`src/rtl/full_adder_pkg.sv`:
```
// Shared definitions for the registered ripple adder.
//   MAX_WIDTH : widest supported operand width
//   ref_add   : behavioural {carry_out, sum} of a + b + c_in at a given width
package full_adder_pkg;

  localparam int unsigned MAX_WIDTH = 64;

  // Operands are zero-extended to MAX_WIDTH. Bits above position 'width' are masked off,
  // so the result is exactly {carry_out, sum} for that width.
  function automatic logic [MAX_WIDTH:0] ref_add(input logic [MAX_WIDTH-1:0] a,
                                                 input logic [MAX_WIDTH-1:0] b,
                                                 input logic                 c_in,
                                                 input int unsigned          width);
    logic [MAX_WIDTH:0] full;
    logic [MAX_WIDTH:0] mask;
    full = {1'b0, a} + {1'b0, b} + {{MAX_WIDTH{1'b0}}, c_in};
    // At width == MAX_WIDTH the shift clears everything and the subtraction gives all ones.
    mask = ({{MAX_WIDTH{1'b0}}, 1'b1} << (width + 1)) - 1'b1;
    return full & mask;
  endfunction

endpackage

```
`src/rtl/full_adder_reg_fa_cell.sv`:
```
// Combinational 1-bit full adder cell.
//   a_i, b_i    : operand bits
//   c_in_i      : carry in
//   sum_o       : a ^ b ^ c_in
//   carry_out_o : majority(a, b, c_in)
module fa_cell
  import full_adder_pkg::*;
(
  input  logic a_i,
  input  logic b_i,
  input  logic c_in_i,
  output logic sum_o,
  output logic carry_out_o
);

  assign sum_o       = a_i ^ b_i ^ c_in_i;
  assign carry_out_o = (a_i & b_i) | (a_i & c_in_i) | (b_i & c_in_i);

endmodule

```
`src/rtl/full_adder_reg.sv`:
```
// Registered ripple-carry adder: {carry_out, sum} = a + b + c_in, one clock of latency.
//   clk_i       : rising-edge clock
//   rst_n       : asynchronous active-low reset, clears all outputs
//   in_valid_i  : a_i, b_i, c_in_i are valid this cycle
//   a_i, b_i    : unsigned operands, WIDTH bits
//   c_in_i      : carry into bit 0
//   out_valid_o : outputs hold the result of a valid input captured on the last edge
//   sum_o       : registered sum, WIDTH bits
//   carry_out_o : registered carry out of the MSB
//   overflow_o  : registered signed overflow (carry into MSB ^ carry out of MSB)
module full_adder_reg
  import full_adder_pkg::*;
#(
  parameter int unsigned WIDTH = 1
) (
  input  logic             clk_i,
  input  logic             rst_n,
  input  logic             in_valid_i,
  input  logic [WIDTH-1:0] a_i,
  input  logic [WIDTH-1:0] b_i,
  input  logic             c_in_i,
  output logic             out_valid_o,
  output logic [WIDTH-1:0] sum_o,
  output logic             carry_out_o,
  output logic             overflow_o
);

  // carry[i] is the carry into bit i; carry[WIDTH] leaves the MSB.
  logic [WIDTH:0]   carry;
  logic [WIDTH-1:0] sum_d;
  logic             carry_out_d;
  logic             overflow_d;

  logic             out_valid_q;
  logic [WIDTH-1:0] sum_q;
  logic             carry_out_q;
  logic             overflow_q;

  assign carry[0] = c_in_i;

  for (genvar i = 0; i < WIDTH; i++) begin : g_cell
    fa_cell u_cell (
      .a_i         (a_i[i]),
      .b_i         (b_i[i]),
      .c_in_i      (carry[i]),
      .sum_o       (sum_d[i]),
      .carry_out_o (carry[i+1])
    );
  end

  always_comb begin
    carry_out_d = carry[WIDTH];
    overflow_d  = carry[WIDTH] ^ carry[WIDTH-1];
  end

  // Results only load on valid input; otherwise the last result is held.
  always_ff @(posedge clk_i or negedge rst_n) begin
    if (!rst_n) begin
      out_valid_q <= 1'b0;
      sum_q       <= '0;
      carry_out_q <= 1'b0;
      overflow_q  <= 1'b0;
    end else begin
      out_valid_q <= in_valid_i;
      if (in_valid_i) begin
        sum_q       <= sum_d;
        carry_out_q <= carry_out_d;
        overflow_q  <= overflow_d;
      end
    end
  end

  assign out_valid_o = out_valid_q;
  assign sum_o       = sum_q;
  assign carry_out_o = carry_out_q;
  assign overflow_o  = overflow_q;

  // Cross-check the ripple chain against plain arithmetic.
  logic [MAX_WIDTH-1:0] a_ext;
  logic [MAX_WIDTH-1:0] b_ext;
  logic [MAX_WIDTH:0]   ref_sum;

  assign a_ext   = MAX_WIDTH'(a_i);
  assign b_ext   = MAX_WIDTH'(b_i);
  assign ref_sum = ref_add(a_ext, b_ext, c_in_i, WIDTH);

  a_ripple_matches_ref : assert property (@(posedge clk_i) disable iff (!rst_n)
    in_valid_i |-> (ref_sum == (MAX_WIDTH + 1)'({carry[WIDTH], sum_d})));

endmodule

```
`config.mk`:
```
export PLATFORM = sky130hd
export DESIGN_NAME = full_adder_reg
export DESIGN_NICKNAME = d
export VERILOG_FILES = /design/src/rtl/full_adder_pkg.sv /design/src/rtl/full_adder_reg_fa_cell.sv /design/src/rtl/full_adder_reg.sv
export SDC_FILE = /design/constraint.sdc
export NUM_CORES = 1
export LEC_CHECK = 0
export CORE_AREA = 2 2 39 41
export CTS_CLUSTER_SIZE = 10
export DETAILED_ROUTE_END_ITERATION = 12
export DIE_AREA = 0 0 41 43
export PLACE_DENSITY = 0.34
export SYNTH_ARGS = -nofsm -noshare
export SYNTH_HDL_FRONTEND = slang
export SYNTH_SLANG_ARGS = --single-unit
```
`constraint.sdc`:
```
create_clock -name clk_i -period 2.2 [get_ports clk_i]
set_input_delay 0.44 -clock clk_i [delete_from_list [all_inputs] [get_ports clk_i]]
set_output_delay 0.44 -clock clk_i [all_outputs]
set_load 0.01 [all_outputs]
```
# --- Yosys cells after proc, flatten, opt, wreduce, memory -nomap -nowiden ---
# Index checks and enable logic that the tools add are counted.
op_classes:
  n_addsub: 0
  mul: 0
  div_mod_pow: 0
  n_lt_le_gt_ge: 0
  eq_ne: 0
  shift: 0
  mux: 0
  bitwise_logic: 8
  n_reduce_logical: 0
ops:
  columns: ["operator", "n"]
  rows:
  - ["bitwise AND 1 bit", 3]
  - ["XOR 1 bit", 3]
  - ["OR 1 bit", 2]
word_totals:
  ff_bits: 4
  latchBits: 0
  ram_bits: 0
  mem_bits_ro: 0
  in_bits: 6
  word_cells: 12
  memories: 0

# --- Logic depth before layout (Yosys ltp) ---
depth:
  depth_word: 4
  ltp_mapped: 3
  ltp_nobuf: 3

# --- Cells and area by module ---
# From an unflattened synthesis, not the netlist that was laid out.
hier_totals:
  cells_unflattened: 10
  hier_area_um2: 160.2
modules_own_cells:
  columns: ["module", "instances", "cells_per_inst", "area_each_um2", "seq_area_each_um2"]
  rows:
  - ["full_adder_reg", 1, 9, 140.1, 100.1]
  - ["fa_cell", 1, 1, 20.0, 0.0]

# --- Worst setup path before layout ---
# Ideal clock, no wire load.
synth_timing:
  path_kind: "input to register"
  from: "input port a_i"
  to: "register sum_q, in the netlist sum_o"
  setup_time_ps: 125
  arrival_ps: 1141
  required_time_ps: 2075
  setup_slack_ps: 934
  cell_stages: 2
  path_buffers: 0
  path_cell_list: "fa_1 > mux2_2"
synth_via:
  elab_chain_cells: 2
synth_lines:
  columns: ["item", "line_no", "source"]
  rows:
  - ["start: declaration", "full_adder_reg.sv:19", "input logic [WIDTH-1:0] a_i,"]
  - ["XOR 1 bit (2 in series)", "full_adder_reg_fa_cell.sv:16", "assign sum_o = a_i ^ b_i ^ c_in_i;"]
  - ["end signal: assignment", "full_adder_reg.sv:66", "sum_q <= sum_d;"]
  - ["end: declaration", "full_adder_reg.sv:35", "logic [WIDTH-1:0] sum_q;"]
# No other way between the ends.
# A chain may end at the register's enable or synchronous reset.

# --- Worst setup path after layout ---
layout_timing:
  from: "register carry_out_q, in the netlist carry_out_o"
  to: "output port carry_out_o"
layout_lines:
  columns: ["item", "line_no", "source"]
  rows:
  - ["start: declaration", "full_adder_reg.sv:36", "logic carry_out_q;"]
  - ["start signal: assignment", "full_adder_reg.sv:67", "carry_out_q <= carry_out_d;"]
  - ["end: declaration", "full_adder_reg.sv:24", "output logic carry_out_o,"]
# No word-level cell between the ends.

==> metrics list <==
* Number of core rows: 14
* Async set or reset register ratio after synthesis: 100%
* Final-layout fill cell count: approximately 160
- Setup slack on the worst reg-to-reg path comes out at about 1500 ps.
* Run status: completed
- Effective utilization at floorplan: a little under an eighth
- Counting flops with a built-in enable in the synthesized netlist gives 0.
- Worst Reg2Reg Path Length in Cells: 1
- After routing, the total negative slack on setup checks comes to 0 ps.
- Wire length of the first global-routing pass: about 600 µm
* Unrepaired setup endpoints after global routing: no
- IO buf count: 9
* Resized Gates After CTS: 0
* Post-route antenna net violation count: 0
- Part of the cycle the worst path needs: between 70% and 80%
* Max-Cap Viols: 0
- The routed layout has 121 vias.
* Clock tree from TritonCTS: yes
* Gate family responsible for the most delay along the worst path: buffers and inverters
- Seq cells post-synth: 4
- Transition time at the pin with the least slew margin: between 150 and 200 ps
- 0 antenna diodes ended up in the layout.
* Top achievable clock speed: between 600 and 700 MHz
* End of the worst register-to-register path: carry_out_o
* Leading cell types by total area after synthesis: sky130_fd_sc_hd__dfrtp_1 63%, sky130_fd_sc_hd__mux2_2 14%, sky130_fd_sc_hd__fa_1 13%
- After detailed routing, the number of remaining DRC violations is 0.
- CTS built an H-tree with a depth of 1.
- At the worst endpoint, the required time is about 1800 ps.
* Total grt overflow: 0
* Pin count of the biggest net entering global routing: 6
- Die Width: approximately 41 µm
- Via-to-Cell Ratio: 3.18
- Commonest cells in the synthesized netlist: 4 x sky130_fd_sc_hd__dfrtp_1, 2 x sky130_fd_sc_hd__mux2_2
* Synthesized Nets: 17
* Routed length per instance: around 8.7 µm
* Die area: between 1500 and 2000 µm²
- Clock buffer count from CTS: 3
* Worst slew margin relative to its limit: 86.9%
- Clock latency at the later pin of the worst-skew pair: about 230 ps
- Delay contributed by the slowest stage of the critical path: between 500 and 600 ps
* RD Place Congestion: 0.640
- Global routing used around 6.3% of the available tracks.
- Placed cell area: roughly 270 µm²
- In this run, distinct cell masters in the synthesized netlist total 6.
* CTS Hold Buffers Added: 0
- The slowest stage of the critical path belongs to the cell sky130_fd_sc_hd__clkdlybuf4s50_1.
* Maximum resistive drop on vdd: 0.203 mV
- In this run the static leakage power is between 0.1 and 0.15 nW.
- In the synthesized netlist, the number of instances is 10.
- The count of endpoints failing hold in the final timing report came to 0.
- Post-CTS timing repair inserted 0 buffers for setup.
* Crit. End Element: output pin
- Count of routing violations after the opening detailed-route iteration: 0
- Arrival time reported for the critical path endpoint: ~1100 ps
* Vias in the first global route: between 100 and 150
- The worst register-to-register path begins at carry_out_o.
* Share of synthesized area occupied by flip-flops and latches: 62.5%
- Critical Path Start Type: flop
* Cell area after layout: between 200 and 300 µm²
* Post-Synthesis Mean Instance Area: ~16 µm²
- Maximum count of clock buffers along a single path: 2
* Worst path buffer plus inverter count: 1
- Final Routed Wirelength: between 300 and 400 µm
- Setup CP Type: flop to output pin
* Number of nets in the layout: 31
- For this run, the leading register cell type out of synthesis is sky130_fd_sc_hd__dfrtp_1.
* Endpoints failing setup: 0
- I/O Pins: 10
- Fraction of synthesized cell area taken by the top area cell type: between 60% and 70%
- The clock drives 4 sinks.
- Share of final-layout standard cells stronger than drive strength 1: approximately 23%
* Path type of the worst min-delay path: primary input to asynchronous set/reset pin
* Growth of design area from synthesis to finish: 82.8%
- PD cells: between 700 and 800 nW/µm²
- The tree is rooted in a sky130_fd_sc_hd__clkbuf_4.
- After clock tree synthesis, the clock-pin slew on the worst setup and hold paths is 40 ps.
- Final min period: about 1500 ps
- The synthesized design spends more area on one cell type than any other, namely sky130_fd_sc_hd__dfrtp_1.
* Library cell with the highest instance count after synthesis: sky130_fd_sc_hd__dfrtp_1
- Number of antenna violations at the first check in global routing: 0
- Sequence of cells on the critical path: clkdlybuf4s50_1
- For this run, the detailed router's first-pass iteration total came to 1.
- Measured along the y axis, the die boundary spans ~43 µm.
* Synth warn: 0
* Final Slew Violations: 0
- In this run the standard cell core region covers between 1000 and 1500 µm².
- Total standard cell area after synthesis: roughly 160 µm²
- Worst Path Max Fanout: 2
- Clock skew after layout: 0 ps
metal layers:
layer	GRT usage, %	share of wire (%)	wire (µm)
met5	0	0	0
met4	6.00	0	0
met3	7.85	15	48
met2	6.56	45	148
met1	5.56	40	134
per-stage QoR:
stage	util [%]	hold WS, ps	power, mW	std cells	setup WS (ps)
floorplan	-	144	0.105	10	934
global placement	19.5	495	0.139	35	434
detailed placement	19.5	502	0.140	35	422
CTS	21.2	406	0.235	38	640
global route	21.2	415	0.246	38	603
finish	21.2	415	0.226	38	655
registers in the layout (all words and copies together) (netlist names):
name         flops
carry_out_o      1
out_valid_o      1
overflow_o       1
sum_o            1
where the power goes:
group	leakage [nW]	internal, mW	switching [mW]	total (mW)
Combinational	0.0559	0.0325	0.0172	0.0497
Clock	0.0138	0.0608	0.0273	0.0881
Sequential	0.0462	0.0835	0.00441	0.0879
Total	0.116	0.177	0.0489	0.226
how the worst max path moves through the flow:
stage / startpoint / to / slack [ps] / cells past startpoint
after floorplan: a_i / sum_o / 930 / 2
after global placement: c_in_i / sum_o / 430 / 3
after detailed placement: c_in_i / sum_o / 420 / 3
after CTS: sum_o / sum_o / 640 / 1
after global routing: sum_o / sum_o / 600 / 1
final: carry_out_o / carry_out_o / 660 / 1
cell type report:
class | instances | area [µm²] | area share, %
sequential | 4 | 100 | 34.2
timing repair buffer | 9 | 90.1 | 30.8
multi-input combinational | 6 | 60.1 | 20.5
clock buffer | 3 | 22.5 | 7.69
tap | 16 | 20.0 | 6.84
logic make-up (layout without fill, tap and decap cells):
kind of cell	count (synthesis)	count (layout)	synth area share (%)
fa+ha+maj	1	1	12.5
flops	4	4	62.5
buf+inv	0	12	0
xor+xnor	1	1	5.47
simple gates	1	1	2.34
mux	2	2	14.1
compound gates	1	1	3.12
placed cells by master, fill, tap and decap left out:
| cell | count |
|---|---|
| sky130_fd_sc_hd__fa_1 | 1 |
| sky130_fd_sc_hd__a21oi_1 | 1 |
| sky130_fd_sc_hd__dfrtp_1 | 4 |
| sky130_fd_sc_hd__xnor2_1 | 1 |
| sky130_fd_sc_hd__nor2_1 | 1 |
| sky130_fd_sc_hd__mux2_2 | 2 |
| sky130_fd_sc_hd__clkbuf_4 | 3 |
| sky130_fd_sc_hd__clkdlybuf4s50_1 | 9 |
(Power assumes the default switching activity.)
